<file path="src/rtl/uart_pkg.sv">
// Shared UART types: FSM state encoding and the
// clocks-per-bit helper used to size baud counters.
package uart_pkg;

  typedef enum logic [1:0] {
    IDLE,
    START,
    DATA,
    STOP
  } state_t;

  function automatic int clks_per_bit(
    input int clk_freq,
    input int baud
  );
    return clk_freq / baud;
  endfunction

endpackage

</file>
<file path="src/rtl/uart_rx.sv">
// 8N1 receiver: 2-flop Rx synchroniser plus mid-bit
// sampling FSM. Ports: clk, rst, rx (async), data (last good byte).
module uart_rx
  import uart_pkg::*;
#(
  parameter int CPB = 10
) (
  input  logic       clk,
  input  logic       rst,
  input  logic       rx,
  output logic [7:0] data
);

  localparam int CW = $clog2(CPB);
  localparam logic [CW-1:0] LAST = CW'(CPB - 1);
  localparam logic [CW-1:0] HALF = CW'(CPB / 2);

  logic [1:0]    sync;
  logic          rs;
  state_t        st, st_n;
  logic [CW-1:0] cnt, cnt_n;
  logic [2:0]    idx, idx_n;
  logic [7:0]    sh, sh_n;
  logic [7:0]    data_n;

  assign rs = sync[1];

  always_ff @(posedge clk or posedge rst) begin
    if (rst) begin
      sync <= 2'b11;
      st   <= IDLE;
      cnt  <= '0;
      idx  <= '0;
      sh   <= '0;
      data <= '0;
    end else begin
      sync <= {sync[0], rx};
      st   <= st_n;
      cnt  <= cnt_n;
      idx  <= idx_n;
      sh   <= sh_n;
      data <= data_n;
    end
  end

  always_comb begin
    st_n   = st;
    cnt_n  = cnt;
    idx_n  = idx;
    sh_n   = sh;
    data_n = data;
    unique case (st)
      IDLE: begin
        if (!rs) begin
          st_n  = START;
          cnt_n = '0;
        end
      end
      START: begin
        if (cnt == HALF) begin
          cnt_n = '0;
          idx_n = '0;
          // high at mid-start: treat as glitch
          st_n  = rs ? IDLE : DATA;
        end else begin
          cnt_n = cnt + CW'(1);
        end
      end
      DATA: begin
        if (cnt == LAST) begin
          cnt_n = '0;
          sh_n  = {rs, sh[7:1]};
          if (idx == 3'd7) st_n = STOP;
          else idx_n = idx + 3'd1;
        end else begin
          cnt_n = cnt + CW'(1);
        end
      end
      STOP: begin
        if (cnt == LAST) begin
          cnt_n = '0;
          st_n  = IDLE;
          if (rs) data_n = sh;
        end else begin
          cnt_n = cnt + CW'(1);
        end
      end
    endcase
  end

endmodule

</file>
<file path="src/rtl/uart.sv">
// Full-duplex 8N1 UART top: inline transmit FSM plus uart_rx.
// Ports: clk, rst, data_in, wr_en (active low), Tx, Rx, Tx_busy, data_out.
module uart
  import uart_pkg::*;
#(
  parameter int CLK_FREQ = 50_000_000,
  parameter int BAUD     = 115_200
) (
  input  logic       clk,
  input  logic       rst,
  input  logic [7:0] data_in,
  input  logic       wr_en,
  output logic       Tx,
  input  logic       Rx,
  output logic       Tx_busy,
  output logic [7:0] data_out
);

  localparam int CPB = clks_per_bit(CLK_FREQ, BAUD);
  localparam int CW  = $clog2(CPB);
  localparam logic [CW-1:0] LAST = CW'(CPB - 1);

  state_t        st, st_n;
  logic [CW-1:0] cnt, cnt_n;
  logic [2:0]    idx, idx_n;
  logic [7:0]    sh, sh_n;
  logic          tx_n, busy_n;

  always_ff @(posedge clk or posedge rst) begin
    if (rst) begin
      st      <= IDLE;
      cnt     <= '0;
      idx     <= '0;
      sh      <= '0;
      Tx      <= 1'b1;
      Tx_busy <= 1'b0;
    end else begin
      st      <= st_n;
      cnt     <= cnt_n;
      idx     <= idx_n;
      sh      <= sh_n;
      Tx      <= tx_n;
      Tx_busy <= busy_n;
    end
  end

  // sh shifts right so sh[1] is always the next data bit
  always_comb begin
    st_n   = st;
    cnt_n  = cnt;
    idx_n  = idx;
    sh_n   = sh;
    tx_n   = Tx;
    busy_n = Tx_busy;
    unique case (st)
      IDLE: begin
        tx_n   = 1'b1;
        busy_n = 1'b0;
        if (!wr_en) begin
          st_n   = START;
          cnt_n  = '0;
          sh_n   = data_in;
          tx_n   = 1'b0;
          busy_n = 1'b1;
        end
      end
      START: begin
        if (cnt == LAST) begin
          cnt_n = '0;
          idx_n = '0;
          st_n  = DATA;
          tx_n  = sh[0];
        end else begin
          cnt_n = cnt + CW'(1);
        end
      end
      DATA: begin
        if (cnt == LAST) begin
          cnt_n = '0;
          sh_n  = {1'b0, sh[7:1]};
          if (idx == 3'd7) begin
            st_n = STOP;
            tx_n = 1'b1;
          end else begin
            idx_n = idx + 3'd1;
            tx_n  = sh[1];
          end
        end else begin
          cnt_n = cnt + CW'(1);
        end
      end
      STOP: begin
        if (cnt == LAST) begin
          cnt_n  = '0;
          st_n   = IDLE;
          busy_n = 1'b0;
        end else begin
          cnt_n = cnt + CW'(1);
        end
      end
    endcase
  end

  uart_rx #(
    .CPB(CPB)
  ) u_rx (
    .clk (clk),
    .rst (rst),
    .rx  (Rx),
    .data(data_out)
  );

endmodule

</file>
<file path="config.mk">
export PLATFORM = sky130hd
export DESIGN_NAME = uart
export DESIGN_NICKNAME = d
export VERILOG_FILES = /design/src/rtl/uart_pkg.sv /design/src/rtl/uart_rx.sv /design/src/rtl/uart.sv
export SDC_FILE = /design/constraint.sdc
export NUM_CORES = 1
export LEC_CHECK = 0
export BUFFER_PORTS_ARGS = -buffer_cell sky130_fd_sc_hd__buf_2
export CORE_UTILIZATION = 33
export DETAILED_ROUTE_END_ITERATION = 16
export GPL_TIMING_DRIVEN = 0
export PLACE_DENSITY_LB_ADDON = 0.05
export SETUP_SLACK_MARGIN = 0.02
export SLEW_MARGIN = 20
export SYNTH_ARGS = -nofsm -noshare
export SYNTH_HDL_FRONTEND = slang
export SYNTH_SLANG_ARGS = --single-unit
</file>
<file path="constraint.sdc">
create_clock -name clk -period 3 [get_ports clk]
set_clock_uncertainty 0.1 [all_clocks]
set_input_delay 0.3 -clock clk [delete_from_list [all_inputs] [get_ports clk]]
set_output_delay 0.3 -clock clk [all_outputs]
set_load 0.05 [all_outputs]
</file>
==> results of run 1 <==
-- cells in the mapped netlist (4+ instances only) --
cell,instances
nand4_1,4
mux2_2,31
nand3_1,11
ha_1,13
mux2i_1,5
or3_1,4
a21oi_1,6
inv_1,15
nor2_1,6
nand2_1,31
o21ai_0,25
o22ai_1,4
dfrtp_1,53
nor3_1,5
-- what timing repair did --
action                                  in CTS  in global routing
endpoints found under the hold margin       11                  0
endpoints found under the setup margin       0                  0
hold buffers                                 2                  0
setup buffers                                0                  0
-- where the power goes --
part	switching (W)	internal, W
clock network	0.000272	0.000171
registers	0.00000116	0.000757
logic	0.0000197	0.0000142
-- registers in the layout, summed over array words and instances, names as in the netlist, named ones only --
signal     count
u_rx.idx       3
Tx_busy        1
u_rx.cnt       9
u_rx.sync      2
sh             8
Tx             1
u_rx.sh        8
u_rx.st        1
u_rx.data      8
cnt            9
idx            3
st             2
-- per-stage QoR --
stage	hold slack [ns]	setup slack (ns)	area (µm²)
floorplan	0.2045	0.8804	2880
detailed placement	0.1391	0.7032	3147
global route	0.2176	0.5628	3261
CTS	0.2108	0.6807	3261
finish	0.2135	0.7078	3261
global placement	0.2663	0.3229	3117
-- cells by family after synthesis --
group           share of synthesized area (%)
simple gates                            16.16
buf+inv                                 2.823
mux                                     14.25
compound gates                          11.43
fa+ha+maj                               5.647
flops                                   48.78
xor+xnor                               0.9124
-- area by class of cell --
class,count,area (µm²),area share [%]
Inverter,15,58.81,1.804
Multi-Input combinational cell,185,1394,42.75
Clock inverter,3,25.02,0.7675
Clock buffer,5,68.82,2.111
Tap cell,105,131.4,4.029
Buffer,6,25.02,0.7675
Sequential cell,56,1405,43.09
Timing Repair Buffer,24,152.6,4.681
-- metal layers --
layer  part of all wire, %  wire length (µm)  vias to the layer above  track usage (%)
met1                    52              2925                      940            19.64
met4                  0.54                30                        0            3.358
met2                    44              2448                       24            21.31
li1                      -                 -                     1001                -
met5                     0                 0                        -                0
met3                   3.2               180                        2            3.030
-- final timing paths --
path	to	depth (start not counted)
worst max-delay path	st[1]	6
min in group asynchronous	u_rx.cnt[2]	3
worst max register to register	st[1]	6
worst min-delay path	sh[7]	3
worst min register to register	u_rx.sync[1]	0
max in group asynchronous	u_rx.sync[1]	4
-- critical path, stage by stage (launching register included) --
cell	delay [ns]
dfrtp_1	0.38
inv_1	0.09
ha_1	0.20
clkbuf_1	0.26
or3_1	0.48
a221oi_4	0.31
mux2_1	0.35
==> flow_metrics.tcl, run 1 <==
set metrics [dict create \
    status "complete, no violations" \
    max-vdd-ir-drop_mv 0.1881 \
    post-place-cells 389 \
    worstSetupStartpointType "flop" \
    core_um2 8341 \
    hpwl_um 3854 \
    grt_pass1_wl_um 9770 \
    hold_viol 0 \
    grt-ovfl-total 0 \
    setup_viol 0 \
    ys_ff_latch 56 \
    r2r-start "st[0]" \
    ant_nets 0 \
    clock-sinks 56 \
    synthCells 262 \
    slew_headroom_pct 58.29 \
    startpoint "st[0]" \
    syn_to_final_growth_pct 13.21 \
    utilization_pct 39.09 \
    floorplan.initialDensity_pct 34.53 \
    ys_types 45 \
    total_power_w 0.001236 \
    yosysWarningCount 0 \
    grt_pass1_vias 2013 \
    final_cell_mix "dfrtp_1 (53), nand2_1 (31), mux2_2 (31)" \
    clk_latency_ns 0.31 \
    async_reset_ff_share_pct 100.0 \
    htreeDepth 2 \
    end_kind "flop" \
    fillCellCount 864 \
    drive_gt1_share_pct 25.85 \
    setup_tns_ns 0 \
    clockRootBuffer "clkbuf_8" \
    finalWirelength_um 5585 \
    drt_iter0_markers 30 \
    path_clk_slew_ns 0.10 \
    holdCritStartpoint "data_in[7]" \
    post-synth-top-area-cell "dfrtp_1" \
    antenna_cells 0 \
    wl_per_cell_um 14.00 \
    min_path_type "input pin to flop" \
    ys_seq_area_share_pct 48.78 \
    arrival_ns 2.39 \
    postSynthNetCount 287 \
    crit_path_max_fanout 9 \
    drc 0 \
    place.gp.congestion 0.7307 \
    viasPerCell 4.930 \
    die_w_um 95.43 \
    cp.required_ns 3.10 \
    nets 318 \
    r2r_slack_ns 0.71 \
    layout_commonest_cell "dfrtp_1" \
    grt_max_degree 45 \
    drv_cap 0 \
    p_per_area_nw_per_um2 379.0 \
    crit_type "flop to flop" \
    cts_tree "built" \
    synth_top_area_share_pct 46.05 \
    grt_use_total_pct 13.81 \
    std_cell_rows 33 \
    die_area_um2 9106 \
    port-buffer-count 21 \
    max_freq_mhz 436.3 \
    ys.flop_type "dfrtp_1" \
    slew_violations 0 \
    post_cts_resized 0 \
    synth_edf_count 0 \
    cts_buffers 5 \
    ios 22 \
    rsz0062_at_grt "false" \
    period_minus_slack_ns 2.292 \
    syn_area_per_cell_um2 10.99 \
    antenna_found_initial 0 \
    dr.pass1.iters 4 \
    syn_area_um2 2880 \
    dr_total_vias 1967 \
    fin_cells 399 \
    dieHeight_um 95.43 \
    fin_crit_sh_pct 76.41 \
    tightest_slew_ns 0.6210 \
    synth.area.top_cells "dfrtp_1 (46%), mux2_2 (12%), ha_1 (5.6%), o21ai_0 (4.3%), nand2_1 (4.0%)" \
    p_leak_nw 1.529 \
    cts_buffer_depth 2 \
]
Power figures use the tool's default switching activity.
==> run 2, diff against run 1 <==
- clock period: 3 -> 2.3 ns (I/O delays scaled with it)
==> run 2 against run 1 <==
Against the previous run:
- final cell count did not move
- global-route usage did not move
- register-to-register slack got worse by 0.50 ns
- critical path type unchanged
- highest routed layer unchanged
==> flow_metrics.tcl, run 2 (synthesis results as in run 1) <==
set metrics [dict create \
    clock-sinks 56 \
    holdPathStages 3 \
    die_w_um 95.43 \
    min_path_type "input pin to flop" \
    drv_cap 0 \
    drc 0 \
    layout_commonest_cell "dfrtp_1" \
    pwr-share-comb_pct 2.7 \
    end_kind "flop" \
    grt_use_total_pct 13.81 \
    wl_per_cell_um 14.01 \
    hold_viol 0 \
    drt_iter0_markers 31 \
    whs_ns 0.1442 \
    place.gp.congestion 0.7307 \
    hold_end "sh[7]" \
    core_um2 8341 \
    slew_violations 0 \
    startpoint "cnt[3]" \
    cts_tree "built" \
    die_area_um2 9106 \
    slew_headroom_pct 64.14 \
    status "complete, no violations" \
    r2r-start "cnt[3]" \
    tightest_slew_ns 0.5379 \
    setup_tns_ns 0 \
    finalWirelength_um 5590 \
    syn_to_final_growth_pct 13.55 \
    antenna_found_initial 0 \
    rsz0062_at_grt "false" \
    clockRootBuffer "clkbuf_8" \
    rr_worst_depth 4 \
    ant_nets 0 \
    period_minus_slack_ns 2.096 \
    nets 318 \
    grt_pass1_vias 2015 \
    grtUsageMet1_pct 19.64 \
    grt-ovfl-total 0 \
    htreeDepth 2 \
    max_stage_delay_ns 0.54 \
    switching_share_pct 23.70 \
    switching_power_w 0.0003818 \
    setup_viol 0 \
    std_cell_rows 33 \
    crit_type "flop to flop" \
    crit_path_max_fanout 8 \
    fin_crit_sh_pct 91.12 \
    hpwl_um 3854 \
    use_met2_pct 21.31 \
    dr_total_vias 1978 \
    pwr-share-clk_pct 35.9 \
    crit_path_top_delay_cell "nor4b_4" \
    reg.largest.list "cnt: 9 flops, u_rx.cnt: 9 flops" \
    final_cell_mix "dfrtp_1 (53), nand2_1 (31), mux2_2 (31)" \
    r2r-end "sh[6]" \
    grt_pass1_wl_um 9770 \
    cts_buffers 5 \
    clk_latency_ns 0.31 \
    path_clk_slew_ns 0.11 \
    power.internal_w 0.001229 \
    pwr-share-seq_pct 61.4 \
    antenna_cells 0 \
    grt-busiest-layer "met2" \
    max_freq_mhz 477.1 \
    holdCritStartpoint "data_in[7]" \
    arrival_ns 2.19 \
    cts_buffer_depth 2 \
    dr.pass1.iters 4 \
    max-vdd-ir-drop_mv 0.2454 \
    port-buffer-count 21 \
    r2r_slack_ns 0.20 \
    cp.required_ns 2.40 \
    worstSetupStartpointType "flop" \
    viasPerCell 4.957 \
    drive_gt1_share_pct 27.21 \
    p_leak_nw 1.533 \
    ios 22 \
    crit_chain "nor4b_4 > nand2_4 > a21oi_4 > mux2_2" \
    grtUsageMet3_pct 3.030 \
    p_per_area_nw_per_um2 492.6 \
    floorplan.initialDensity_pct 34.53 \
    grt_max_degree 45 \
    dieHeight_um 95.43 \
]
[run 2: final cells by class]
class	instances	area [µm²]
Timing Repair Buffer	25	160.2
Buffer	5	22.52
Tap cell	105	131.4
Clock inverter	3	25.02
Inverter	15	58.81
Sequential cell	56	1405
Clock buffer	5	68.82
Multi-Input combinational cell	185	1399
Fill cell	862	5070
[run 2: stage by stage]
stage	setup slack, ns	total power (W)	cells	util, %	instance area (µm²)
2_1_floorplan	0.1804	0.001027	262	-	2880
3_3_place_gp	-0.3071	0.001045	388	37.37	3117
3_5_place_dp	0.003186	0.001052	389	37.73	3147
4_1_cts	0.06247	0.001648	398	39.05	3257
5_1_grt	0.06057	0.001683	399	39.21	3271
6_report	0.2042	0.001611	399	39.21	3271
[run 2: how the worst max path moves through the flow]
stage,end,slack [ns]
CTS,sh[6],0.06
global route,sh[6],0.06
detailed placement,sh[6],0.003
floorplan,st[1],0.18
global placement,cnt[5],-0.31
finish,sh[6],0.20
[run 2: repair_timing]
action	4_1_cts	5_1_grt
setup buffers	0	1
resized for setup	0	4
pin swaps	0	1
hold buffers	2	0
endpoints found under the setup margin	8	20
hold endpoints to repair	28	0
[run 2: critical path: cells and delay by family (launching register included)]
| family | cells | cell delay [ns] |
|---|---|---|
| multiplexers | 1 | 0.38 |
| AND/OR/NAND/NOR | 2 | 0.69 |
| AO/OA/AOI/OAI | 1 | 0.32 |
| flip-flops | 1 | 0.48 |
[run 2: power by group through the flow]
stage / combinational [W] / clock [W] / sequential, W
finish: 0.0000442 / 0.000578 / 0.000989
global route: 0.0000510 / 0.000642 / 0.000990
CTS: 0.0000468 / 0.000613 / 0.000989
detailed placement: 0.0000442 / 0 / 0.00101
global placement: 0.0000371 / 0 / 0.00101
floorplan: 0.0000198 / 0 / 0.00101
[run 2: per-layer routing]
| layer | vias to the layer above | wire length [µm] |
|---|---|---|
| met5 | - | 0 |
| met4 | 0 | 30 |
| met3 | 2 | 183 |
| met2 | 27 | 2438 |
| met1 | 950 | 2938 |
| li1 | 999 | - |
